## src/rtl/ballot_controller.sv

```systemverilog
// Ballot controller: synchronized, debounced arm and vote buttons drive a
// four-state ballot FSM with timeout, multi-press reject and a saturating tally.
module ballot_controller #(
  parameter int unsigned DEB_CYCLES     = 4,
  parameter int unsigned TIMEOUT_CYCLES = 1000
) (
  input  logic       clock,
  input  logic       reset_n,
  input  logic       enable,
  input  logic       p1,
  input  logic       p2,
  input  logic       p3,
  input  logic       p4,
  output logic       ready,
  output logic       vote_valid,
  output logic [1:0] vote_sel,
  output logic       reject,
  output logic       timeout,
  output logic [7:0] ballots
);

  localparam int unsigned N_IN  = 5;
  localparam int unsigned DEB_W = 8;
  localparam int unsigned TMR_W = 16;
  localparam int unsigned CNT_W = 8;

  typedef enum logic [1:0] {IDLE, ARMED, CAST, RELEASE} state_t;

  logic [N_IN-1:0]  raw;
  logic [N_IN-1:0]  sync1;
  logic [N_IN-1:0]  sync2;
  logic [N_IN-1:0]  deb;
  logic [DEB_W-1:0] deb_cnt [N_IN];
  logic             en_prev;

  logic [3:0]       p_deb;
  logic             en_rise;
  logic             p_any;
  logic             p_multi;
  logic [1:0]       p_idx;

  state_t           state_q;
  state_t           state_d;
  logic [TMR_W-1:0] timer_q;
  logic [TMR_W-1:0] timer_d;
  logic             vote_c;
  logic             reject_c;
  logic             timeout_c;

  // Bit 0 is the arm button, bits 4:1 are the vote buttons p1..p4.
  assign raw = {p4, p3, p2, p1, enable};

  // Two-flop synchronizers followed by a per-input stability counter.
  always_ff @(posedge clock) begin
    if (!reset_n) begin
      sync1   <= '0;
      sync2   <= '0;
      deb     <= '0;
      en_prev <= 1'b0;
      for (int unsigned i = 0; i < N_IN; i++) begin
        deb_cnt[i] <= '0;
      end
    end else begin
      sync1   <= raw;
      sync2   <= sync1;
      en_prev <= deb[0];
      for (int unsigned i = 0; i < N_IN; i++) begin
        if (sync2[i] == deb[i]) begin
          deb_cnt[i] <= '0;
        end else if (deb_cnt[i] == DEB_W'(DEB_CYCLES - 1)) begin
          deb[i]     <= sync2[i];
          deb_cnt[i] <= '0;
        end else begin
          deb_cnt[i] <= deb_cnt[i] + DEB_W'(1);
        end
      end
    end
  end

  assign p_deb   = deb[4:1];
  assign en_rise = deb[0] & ~en_prev;
  assign p_any   = |p_deb;
  assign p_multi = |(p_deb & (p_deb - 4'd1));

  // Index of the pressed button; only meaningful when exactly one is high.
  always_comb begin
    p_idx = 2'd0;
    case (p_deb)
      4'b0010: p_idx = 2'd1;
      4'b0100: p_idx = 2'd2;
      4'b1000: p_idx = 2'd3;
      default: p_idx = 2'd0;
    endcase
  end

  // Next-state logic; a press in the expiry cycle wins over the timeout.
  always_comb begin
    state_d   = state_q;
    timer_d   = timer_q;
    vote_c    = 1'b0;
    reject_c  = 1'b0;
    timeout_c = 1'b0;
    case (state_q)
      IDLE: begin
        if (en_rise && !p_any) begin
          state_d = ARMED;
          timer_d = '0;
        end
      end
      ARMED: begin
        timer_d = timer_q + TMR_W'(1);
        if (p_multi) begin
          reject_c = 1'b1;
          state_d  = RELEASE;
        end else if (p_any) begin
          vote_c  = 1'b1;
          state_d = CAST;
        end else if (timer_q == TMR_W'(TIMEOUT_CYCLES - 1)) begin
          timeout_c = 1'b1;
          state_d   = IDLE;
        end
      end
      CAST: begin
        state_d = RELEASE;
      end
      RELEASE: begin
        if (!p_any) begin
          state_d = IDLE;
        end
      end
      default: begin
        state_d = IDLE;
      end
    endcase
  end

  // State, timer and registered outputs; pulses coincide with the state they announce.
  always_ff @(posedge clock) begin
    if (!reset_n) begin
      state_q    <= IDLE;
      timer_q    <= '0;
      ready      <= 1'b0;
      vote_valid <= 1'b0;
      vote_sel   <= 2'd0;
      reject     <= 1'b0;
      timeout    <= 1'b0;
      ballots    <= '0;
    end else begin
      state_q    <= state_d;
      timer_q    <= timer_d;
      ready      <= (state_d == ARMED);
      vote_valid <= vote_c;
      reject     <= reject_c;
      timeout    <= timeout_c;
      if (vote_c) begin
        vote_sel <= p_idx;
        if (ballots != CNT_W'(255)) begin
          ballots <= ballots + CNT_W'(1);
        end
      end
    end
  end

endmodule
```

## config.mk

```make
export PLATFORM = sky130hd
export DESIGN_NAME = ballot_controller
export DESIGN_NICKNAME = d
export VERILOG_FILES = /design/src/rtl/ballot_controller.sv
export SDC_FILE = /design/constraint.sdc
export NUM_CORES = 1
export LEC_CHECK = 0
export BUFFER_PORTS_ARGS = -buffer_cell sky130_fd_sc_hd__buf_2
export CAP_MARGIN = 20
export CORE_UTILIZATION = 40
export CTS_CLUSTER_SIZE = 10
export DETAILED_ROUTE_END_ITERATION = 12
export SLEW_MARGIN = 10
export SYNTH_ARGS = -nofsm -noshare
export SYNTH_HDL_FRONTEND = slang
export SYNTH_SLANG_ARGS = --single-unit
```

## constraint.sdc

```tcl
create_clock -name clock -period 2.2 [get_ports clock]
set_clock_uncertainty 0.1 [all_clocks]
set_input_delay 0.11 -clock clock [delete_from_list [all_inputs] [get_ports clock]]
set_output_delay 0.11 -clock clock [all_outputs]
set_load 0.05 [all_outputs]
```

==> metrics.md <==
| Metric | Value |
|---|---|
| Outcome | complete, no violations |
| Hpwl dp | 5317 um |
| Tcrit/Tclk final | 0.9210 |
| Netlist cell types | 46 |
| Num CTS Buffers | 9 |
| Grt met3 use | 0.04261 |
| I/O pin count | 21 |
| Worst R2R End | ballots[7] |
| GRT overflow | 0 |
| Post-synth EDFFs | 40 |
| FILL cells | 1036 |
| Final hold violation count | 0 |
| FMAX | 493.5 MHz |
| DR iter-0 viols | 143 |
| Vias in the first global route | 2992 |
| Top post-synthesis cells by area | edfxtp_1, dfxtp_1, xor2_1 |
| GRT met1 Usage | 0.1983 |
| Sequential fraction of the synthesis area | 0.5144 |
| Worst skew pair latency | 350 ps |
| Hold Crit Class | in2reg |
| Crit start category | flop |
| Number of warnings issued by yosys | 0 |
| Critical path launch point | deb[2] |
| RSZ-0062 raised after global routing | true |
| Post-route cell area | 4792 um^2 |
| Vias per cell | 5.000 |
| WL/cell | 12.22 um |
| Hold path start | reset_n |
| Total track usage | 0.1564 |
| Synth top area share | 0.2858 |
| Most frequent cells in the layout | nor2_1, dfxtp_1, nand3_1 |
| Final setup viols | 0 |
| Worst path slowest cell | dfxtp_1 |
| Largest family of logic cells by synthesized area | simple AND/OR/NAND/NOR gates |
| Launch point of the worst reg-to-reg path | deb[2] |
| Post-Synth XOR/XNOR Area | 0.08127 |
| Crit. End Element | flop |
| Met2 Use GR | 0.2521 |
| Worst reg2reg setup slack | 170 ps |
| Via count | 3145 |
| First-pass GRT wire length | 13720 um |
| Final wirelength | 7687 um |
| Critical path's largest stage delay | 610 ps |
| Initial antenna violation count | 0 |
| Mapped Area | 4203 um^2 |
| Worst Path Arrival | 2190 ps |
| FF+latch area | 2162 um^2 |
| Post-CTS setup buffers | 0 |
| PortBufs | 20 |
| Clk pin slew, worst setup/hold paths | 90 ps |
| Mean area per synthesized cell | 9.959 um^2 |
| Mux contribution to synthesized area | 0.01191 |
| CTS root buf | clkbuf_8 |
| Die ar. | 10920 um^2 |
| Remaining DRCs | 0 |
| Crit Path Max Fanout | 13 |
| Post-place instance area | 4589 um^2 |
| Initial Utilization | 0.4089 |
| # rows | 37 |
| Final Wtd Congestion | 0.7717 |
| Max Slew Vio Count | 0 |
| Commonest non-fill, non-tap cell in the layout | nor2_1 |
| Gr busiest metal | met2 |
| Cell Pwr Density | 603.9 nW/um^2 |
| Setup crit end | ballots[7] |
| Rel. slew slack | 0.4266 |
| Post-Synth Simple-Gate Area | 0.2525 |
| Leakage power | 1.826 nW |
| Core Area | 10280 um^2 |
| Synth area leader | edfxtp_1 |
| Setup CP Type | reg2reg |
| Max rail drop VDD | 0.0004296 V |
| CTS tree | yes |
| Largest net degree at the start of global routing | 24 |
| Fin crit period | 2026 ps |
| Synth-to-layout area growth | 14.02% |
| Mapped Cells | 422 |
| Clk buf depth | 2 |
| Clock Sinks | 88 |
| Adder-cell area share of the yosys netlist | 0.02322 |
| Crit-path cells | xor2_1 -> a221oi_1 -> buf_4 -> or4_1 -> a21oi_1 |
| Nets@finish | 503 |
| Multi-input gate area | 2078 um^2 |
| DR pass1 iterations | 5 |
| Antenna cells | 0 |
| Die Ht | 104.5 um |
| Hold Crit Depth | 2 |
| Antenna Nets Post-Route | 0 |
| Data required, critical path | 2370 ps |
| Least-Margin Pin Slew | 860.1 ps |
| Overall power | 0.002894 W |
| Synth Area in Compound Gates | 0.08991 |
| Async SR Flop Fraction | 0 |
| Primary FF master, synth | dfxtp_1 |
| Layout cells sized above 1 | 0.08925 |
| Reg2Reg Depth | 5 |
| # Max-Cap Violations | 0 |
| H-Tree Depth | 3 |
| Die X | 104.5 um |
| Synthesized flop and latch total | 88 |
-- cell usage after synthesis, drive strengths merged (8+ instances only) --
master / count
xor2: 30
edfxtp: 40
nand3: 41
a21oi: 25
inv: 9
o31ai: 13
or4: 14
and3: 11
nand2: 23
buf: 8
nor2: 53
xnor2: 9
o21ai: 10
dfxtp: 48
and2: 15
-- cell families (layout without fill, tap and decap cells) --
family / count (synthesis) / count (layout)
fa+ha+maj: 8 / 8
compound gates: 60 / 60
other cells: 1 / 40
simple gates: 198 / 198
mux: 5 / 5
flops: 88 / 88
xor+xnor: 39 / 39
buf+inv: 23 / 55
-- what timing repair did --
| action | in CTS | in global routing |
|---|---|---|
| hold buffers | 5 | 0 |
| resized for setup | 0 | 0 |
| endpoints found under the setup margin | 0 | 1 |
| endpoints found under the hold margin | 5 | 0 |
-- state kept, by name, summed over array words and instances (netlist names) --
signal,cells
ballots,8
deb,5
deb_cnt,40
en_prev,1
ready,1
reject,1
state_q,2
sync1,5
sync2,5
timeout,1
timer_q,16
vote_sel,2
vote_valid,1
-- per-stage QoR --
step	hold slack [ps]	setup TNS, ps	worst slack [ps]	instances	util
2_1_floorplan	137.3	0	288.5	461	-
3_5_place_dp	219.7	0	201.7	609	0.4466
5_1_grt	75.42	-33.49	-33.49	629	0.4663
6_report	77.72	0	173.8	629	0.4663
4_1_cts	66.38	0	180.1	629	0.4663
3_3_place_gp	215.7	0	276.0	609	0.4466
-- worst min-delay path by stage --
stage	to	slack, ps
after global placement	sync1[4]	220
final	sync2[3]	80
after floorplan	sync1[0]	140
after global routing	sync1[2]	80
after CTS	sync2[3]	70
after detailed placement	sync1[2]	220
-- area by class of cell --
cell class	instances	area share
clock inverters	5	0.005222
flip-flops and latches	88	0.4512
well taps	136	0.03551
clock buffers	10	0.02663
inverters	9	0.007050
multi-input cells	350	0.4337
repair buffers	31	0.04073
-- routing by layer --
layer  routed length, um  up-vias
met3                 213        2
met4                  44        0
met5                   0        -
met1                3763     1471
li1                    -     1636
met2                3665       36
-- worst max-delay path, delay by kind of cell, from the launching register on --
kind                      cells  cell delay, ps
buffers and inverters         1             190
DFF                           1             610
and+or+nand+nor               1             500
AOI/OAI and AO/OA             2             270
xor gates and xnor gates      1             280
-- where the power goes --
group	switching, W	internal (W)
combinational	0.000100	0.0000616
clock	0.000538	0.000395
sequential	0.0000437	0.00176
(Power assumes the default switching activity.)
